File: src/rtl/nested_index_counter.sv
// Chained multi-level loop index counter (level 0 innermost) with programmable
// per-level limits, carry ripple, per-level wrap pulses and a sticky done flag.
module nested_index_counter #(
  parameter int word_size = 16,
  parameter int levels    = 3,
  parameter int sel_width = 2,
  parameter int increment = 1
) (
  input  logic                        clk,
  input  logic                        rst,
  input  logic                        write_en,
  input  logic                        limit_we,
  input  logic [sel_width-1:0]        sel,
  input  logic [word_size-1:0]        data_in,
  input  logic                        inc,
  input  logic                        clr,
  output logic [levels*word_size-1:0] data_out,
  output logic [levels-1:0]           wrap,
  output logic                        done
);

  localparam logic [word_size:0] inner_step = (word_size+1)'(increment);
  localparam logic [word_size:0] outer_step = (word_size+1)'(1);

  logic [word_size-1:0] count     [levels];
  logic [word_size-1:0] limit     [levels];
  logic [word_size-1:0] count_nxt [levels];
  logic [word_size:0]   res       [levels];
  logic [levels-1:0]    carry;
  logic                 ripple;
  logic                 sel_valid;

  // One level's step: {carry, next}. The extra bit keeps full-scale overflow
  // visible, and a count already above its limit also wraps to zero.
  function automatic logic [word_size:0] step_level(
    input logic [word_size-1:0] cnt,
    input logic [word_size:0]   step,
    input logic [word_size-1:0] lim
  );
    logic [word_size:0] cand;
    cand = {1'b0, cnt} + step;
    if (cand > {1'b0, lim})
      return {1'b1, {word_size{1'b0}}};
    return cand;
  endfunction

  assign sel_valid = (int'(sel) < levels);

  always_comb begin
    carry  = '0;
    ripple = 1'b1;
    for (int l = 0; l < levels; l++) begin
      res[l]       = step_level(count[l], (l == 0) ? inner_step : outer_step, limit[l]);
      count_nxt[l] = count[l];
      if (ripple) begin
        count_nxt[l] = res[l][word_size-1:0];
        carry[l]     = res[l][word_size];
      end
      ripple = carry[l];
    end
  end

  always_ff @(posedge clk or negedge rst) begin
    if (!rst) begin
      for (int l = 0; l < levels; l++) begin
        count[l] <= '0;
        limit[l] <= '1;
      end
      wrap <= '0;
      done <= 1'b0;
    end else if (clr) begin
      for (int l = 0; l < levels; l++)
        count[l] <= '0;
      wrap <= '0;
      done <= 1'b0;
    end else if (inc) begin
      for (int l = 0; l < levels; l++)
        count[l] <= count_nxt[l];
      wrap <= carry;
      if (carry[levels-1])
        done <= 1'b1;
    end else begin
      wrap <= '0;
      if (write_en && sel_valid) begin
        count[sel] <= data_in;
        done       <= 1'b0;
      end
      if (limit_we && sel_valid)
        limit[sel] <= data_in;
    end
  end

  for (genvar g = 0; g < levels; g++) begin : g_out
    assign data_out[g*word_size +: word_size] = count[g];
  end

endmodule

File: config.mk
export PLATFORM = sky130hd
export DESIGN_NAME = nested_index_counter
export DESIGN_NICKNAME = d
export VERILOG_FILES = /design/src/rtl/nested_index_counter.sv
export SDC_FILE = /design/constraint.sdc
export NUM_CORES = 1
export LEC_CHECK = 0
export ABC_AREA = 1
export CORE_MARGIN = 8
export CORE_UTILIZATION = 45
export CTS_BUF_LIST = sky130_fd_sc_hd__clkbuf_4 sky130_fd_sc_hd__clkbuf_8
export DETAILED_ROUTE_END_ITERATION = 12
export GPL_TIMING_DRIVEN = 0
export PLACE_DENSITY = 0.77
export SLEW_MARGIN = 10
export SYNTH_ARGS = -nofsm -noshare
export SYNTH_HDL_FRONTEND = slang
export SYNTH_SLANG_ARGS = --single-unit
File: constraint.sdc
create_clock -name clk -period 5.6 [get_ports clk]
set_input_delay 1.12 -clock clk [delete_from_list [all_inputs] [get_ports clk]]
set_output_delay 1.12 -clock clk [all_outputs]
set_load 0.05 [all_outputs]
==> run_results.csv <==
group,metric,value,unit
global_routing,grt_pass1_vias,6330,
clocking,cts_tree,"yes",
sta,tightestPinTransition,660,ps
sta,finalCriticalPeriod,3470,ps
routing,first_iter_violations,501,
floorplanning,start_util,45.3,%
routing,detail_route.drc_violations,0,
floorplanning,die_h,141,um
global_routing,grt-ovfl-total,0,
sta,setup_viol,0,
yosys,synth-edff-count,0,
clocking,htree_levels,3,
sta,hold_viol,0,
critical_path,worst-path-max-fanout,10,
yosys,synth.yosys.seq_area_share,36.3,%
pwr,seq_power_share,44.5,%
floorplanning,num_rows,46,
yosys,ys_warn_count,0,
pwr,power_density,258,nW/um^2
critical_path,crit_type,"reg -> reg",
yosys,netlist_area,7060,um^2
yosys,synthArstFlopShare,100,%
floorplanning,die_w,141,um
clocking,cts_inserted_buffers,9,
place,port-buffer-count,74,
hold_path,hp-class,"reg -> reg",
clocking,cts_root_buf,"clkbuf_8",
cells_and_area,utilization,53.2,%
cells_and_area,multiInputGateArea,3750,um^2
pwr,switching_power,0.000794,W
global_routing,grt_max_degree,54,
routing,viasPerCell,5.10,
sta,maxSlewHeadroom,56.0,%
pwr,power,0.00214,W
place,dp_hpwl,15.4,mm
yosys,ys.flop_type,"dfrtp_1",
yosys,synth_cells,992,
cells_and_area,layout_common_cells,"300 x nand2_1, 157 x inv_1, 102 x nor2_1",
floorplanning,dieArea,20000,um^2
sta,timing.final.crit_share,62.0,%
cells_and_area,final_common_cell,"nand2_1",
cells_and_area,drive_above_1_share,11.0,%
cells_and_area,area_growth,17.4,%
floorplanning,core-area,15600,um^2
critical_path,arrival,3760,ps
yosys,ys_ff_latch,100,
cells_and_area,fin_nets,1153,
sta,max_freq,288,MHz
routing,ant_nets,0,
cells_and_area,seq_area,2560,um^2
floorplanning,io_pins,76,
yosys,synth_area_per_cell,7.12,um^2
clocking,cts_num_sinks,100,
yosys,syn_nets,1067,
cells_and_area,stdcell_area,8290,um^2
global_routing,antenna_found_initial,0,
routing,wirelength,19.3,mm
clocking,insertion_delay,400,ps
clocking,post-cts-setup-buffers,0,
yosys,synth_cell_types,38,
routing,wire_per_inst,14.9,um
pwr,p_sw_share,37.1,%
clocking,cts_resized,0,
pwr,p_clk_share,22.6,%
place,routabilityCongestion,0.952,
sta,clock_skew,19.4,ps
pwr,combPwrFrac,33.0,%
cells_and_area,n_fill_cell,1503,
clocking,clk_path_buf_depth,2,
pwr,vdd_drop_max,0.000121,V
clocking,cts_hold_buf,0,
critical_path,cp-start-kind,"flop",
pwr,p_int,0.00135,W
clocking,cts.clk_slew.worst_paths,100,ps
sta,drv_slew,0,
routing,first_pass_iters,5,
critical_path,cp.required,5890,ps
cells_and_area,antenna_cells,0,
place,placed_area,8100,um^2
job,max_cap_viol_count,0,
global_routing,grt_use_total,19.5,%
global_routing,grt_pass1_wl,31.1,mm
critical_path,critical_path.endpoint_type,"flop",
status,status,"complete, no violations",
routing,vias,6629,
pwr,leakage,4.33,nW
sta,grt_setup_unrepaired,"false",
## final timing paths
path,startpoint,to,slack [ps],cells after the start
max,data_out[0],data_out[24],2130,19
min,done,done,500,2
max reg2reg,data_out[0],data_out[24],2130,19
min reg2reg,done,done,500,2
max in group asynchronous,rst,limit[12],4100,2
min in group asynchronous,rst,data_out[15],750,1
## synth_stat cells, types with 3 or more instances
cell      count  area share (%)
nor2_2        7            0.62
inv_1       157             8.3
buf_6         4            0.64
o21bai_1      4            0.43
buf_2         3            0.21
nand2_4       3            0.48
nand3_1      45             3.2
o21ai_0      23             1.6
dfrtp_1      52              18
clkbuf_1     16            0.85
a21o_1        3            0.32
nor2_4        5            0.80
inv_2         6            0.32
xnor2_1       9             1.1
nor3_1       12            0.85
nand2_2      12             1.1
nand4_1      16             1.4
nand2_1     300              16
a21oi_1      32             2.3
o22ai_1      32             2.8
xor2_1       20             2.5
dfstp_2      48              18
nand3_2       4            0.57
ha_1         51             9.0
a31oi_1       7            0.62
nor2_1      102             5.4
## layer usage
metal	share of wire (%)	up-vias	track usage (%)
li1	-	3296	-
met1	43	3133	23.4
met2	49	168	33.6
met3	6.0	32	3.60
met4	2.4	0	8.77
met5	0	-	0
## through the flow
step | hold WS, ps | instances | worst slack [ps] | TNS (ps)
2_1_floorplan | 470 | 992 | 2420 | 0
5_1_grt | 507 | 1299 | 1880 | 0
3_3_place_gp | 467 | 1282 | -407 | -20630
4_1_cts | 493 | 1299 | 2130 | 0
3_5_place_dp | 467 | 1283 | 2160 | 0
6_report | 496 | 1299 | 2130 | 0
## power groups by stage
stage | clock network (W) | logic (W) | registers [W]
after global routing | 0.000510 | 0.000787 | 0.000967
final | 0.000484 | 0.000706 | 0.000952
after floorplan | 0 | 0.000408 | 0.00104
after detailed placement | 0 | 0.000701 | 0.000965
after CTS | 0.000487 | 0.000706 | 0.000952
after global placement | 0 | 0.000683 | 0.000960
## cell type report
type	instances	share of cell area, %
inverters	164	7.42
multi-input cells	702	45.2
repair buffers	75	9.23
well taps	216	3.26
clock buffers	11	1.67
flip-flops and latches	100	30.9
plain buffers	26	1.67
clock inverters	5	0.649
## kinds of logic (layout without fill, tap and decap cells)
group	Yosys count	in the layout	synth area share, %
DFF	100	100	36.3
buffers and inverters	190	281	10.7
adders and majority gates	51	51	9.03
and+or+nand+nor	514	514	31.5
AOI/OAI and AO/OA	108	108	8.93
xor gates and xnor gates	29	29	3.60
## state kept, by name, indices dropped and copies added, names as in the netlist
| signal | cells |
|---|---|
| done | 1 |
| limit | 48 |
| data_out | 48 |
| wrap | 3 |
## worst max-delay path, cell delays in order (launching register included)
cell and delay, ps:
dfrtp_1 520, ha_1 250, nand3_2 130, nor2_1 240, nand3_1 130, o22ai_1 170
inv_1 80, ha_1 290, nand2_1 50, inv_1 60, nand3_1 60, nor3_1 270
nand4_1 130, nand2_1 120, nand3_2 180, nand2_2 230, inv_2 100, buf_4 180
nand2_1 80, nand2_1 50
Note: power is estimated with default switching activity, not from simulation.
==> patch, RTL diff (same flow settings) <==
Reset style: synchronous (`rst`), changed in one clocked block.
--- a/src/rtl/nested_index_counter.sv
+++ b/src/rtl/nested_index_counter.sv
@@ -60,7 +60,7 @@
     end
   end
 
-  always_ff @(posedge clk or negedge rst) begin
+  always_ff @(posedge clk) begin
     if (!rst) begin
       for (int l = 0; l < levels; l++) begin
         count[l] <= '0;
Behaviour: differs if rst is asserted again (counterexample within 4 cycles, from zero or initial values and one cycle with rst low); with rst held inactive, the same outputs for 4 cycles.
==> patch against the unedited design <==
  * Worst setup slack got worse by 0.46 ns
  * Cell area decreased by 6.8%
  * Total power decreased by 18%
  * Largest cell class is now sequential cells
  * Critical endpoint is now count[2][14]$_DFFE_PP_
  * Count of clock-buffer cells in the layout stayed put
  * Sequential cell count did not move
  * Sequential power down 5.6%
  * Routed wire length down 13%
  * Largest power group unchanged
  * Synthesized area is 7.6% lower
==> patch: results (changes against the unedited design) <==
layout cell share with drive strength beyond 1 10.1% (-0.87 points); Worst Path Max Fanout 16 (+6); WL met3 1.16 mm (+0.26%); Primary FF master, synth edfxtp_1; EDFF count, synth 96 (+96); WP data arrival 3.83 ns (+0.07 ns); routed length on met2 7.68 mm (-19%); total track usage 18.5% (-1.1 points); Worst-Skew Late Latency 0.38 ns (-0.02 ns); slew of the pin with the lowest slew margin 0.846 ns (+0.186 ns); Synth Area in Compound Gates 7.78% (-1.1 points); CP max-delay cell nand3_1; dominant cells by area after synthesis edfxtp_1 44%, nand2_1 11%, ha_1 9.8%, inv_1 7.9%, xor2_1 3.8%; sequential area share after synthesis 45.4% (+9.1 points); Routability Congestion 0.908 (-4.6%); top cells by instance count after synthesis 193 x nand2_1, 137 x inv_1, 96 x edfxtp_1, 51 x ha_1, 46 x nand3_1; worst clock skew 0.0157 ns (-0.00368 ns); final net count 910 (-21%); fin crit share 70.2% (+8.2 points); CP peak stage delay 0.61 ns (+0.09 ns); Hold Startpoint done$_SDFFE_PP0P_; adder-cell share of the synthesized area 9.78% (+0.74 points); Iteration-0 DRC Markers 377 (-25%); status finished, final reports clean; PortBufs 75 (+1.4%); Vias/cell 5.21 (+2.1%); largest net degree at the start of global routing 17 (-69%); CP Launch Point count[0][0]$_DFFE_PP_
## patch: cell count changes after synthesis, sizes merged, moves of 7 or more
cell	delta
clkbuf	-15
o22ai	-20
a21oi	-19
nand2	-112
o21ai	+11
a31oi	-7
nor2	-56
xor2	+9
inv	-23
dfstp	-48
dfrtp	-52
edfxtp	+96
## patch: routing by layer
layer	GRT usage, %	up-vias
li1	-	2614
met1	24.1	2500
met3	3.07	33
met2	29.2	190
met5	0	-
met4	8.85	0
## patch: worst paths after layout
path / depth (start not counted) / slack (ns) / endpoint
hold reg to reg: 2 / 0.51 / done$_SDFFE_PP0P_
hold / removal: 2 / 0.51 / done$_SDFFE_PP0P_
setup reg to reg: 21 / 1.67 / count[2][14]$_DFFE_PP_
setup / recovery: 21 / 1.67 / count[2][14]$_DFFE_PP_
## patch: cells by family (layout without fill, tap and decap cells)
family | Yosys count | count (layout)
buf+inv | 153 | 245
fa+ha+maj | 51 | 51
compound gates | 73 | 73
simple gates | 336 | 336
xor+xnor | 35 | 35
flops | 100 | 100
## patch: report_power, final
group	switching, uW	internal (uW)	leakage [uW]
clock network	271	225	0.0000952
registers	36.0	863	0.00106
logic	237	119	0.00236
total	545	1210	0.00352
## patch: final cells by class
cell class	count	area (um2)
multi-input combinational	495	2950
sequential	100	2960
fill	1301	6640
buffer	13	91.3
clock buffer	11	145
inverter	140	526
tap	184	230
timing repair buffer	76	762
clock inverter	5	61.3
## patch: per-stage QoR
stage	cell area (um2)	power, uW	hold WS [ns]	std cells	setup WS [ns]
after global placement	7510	1260	0.501	1007	1.45
after global routing	7730	1810	0.524	1024	1.37
after detailed placement	7520	1270	0.503	1008	1.72
final	7730	1750	0.508	1024	1.67
after floorplan	6530	1140	0.698	748	1.80
after CTS	7730	1750	0.519	1024	1.69
## patch: critical path: cells and delay by family (launching register included)
| kind | cells | cell delay, ns |
|---|---|---|
| XOR/XNOR | 1 | 0.22 |
| buffers and inverters | 3 | 0.20 |
| adder cells (fa/ha/maj) | 2 | 0.55 |
| AND/OR/NAND/NOR | 15 | 1.96 |
| flip-flops | 1 | 0.48 |
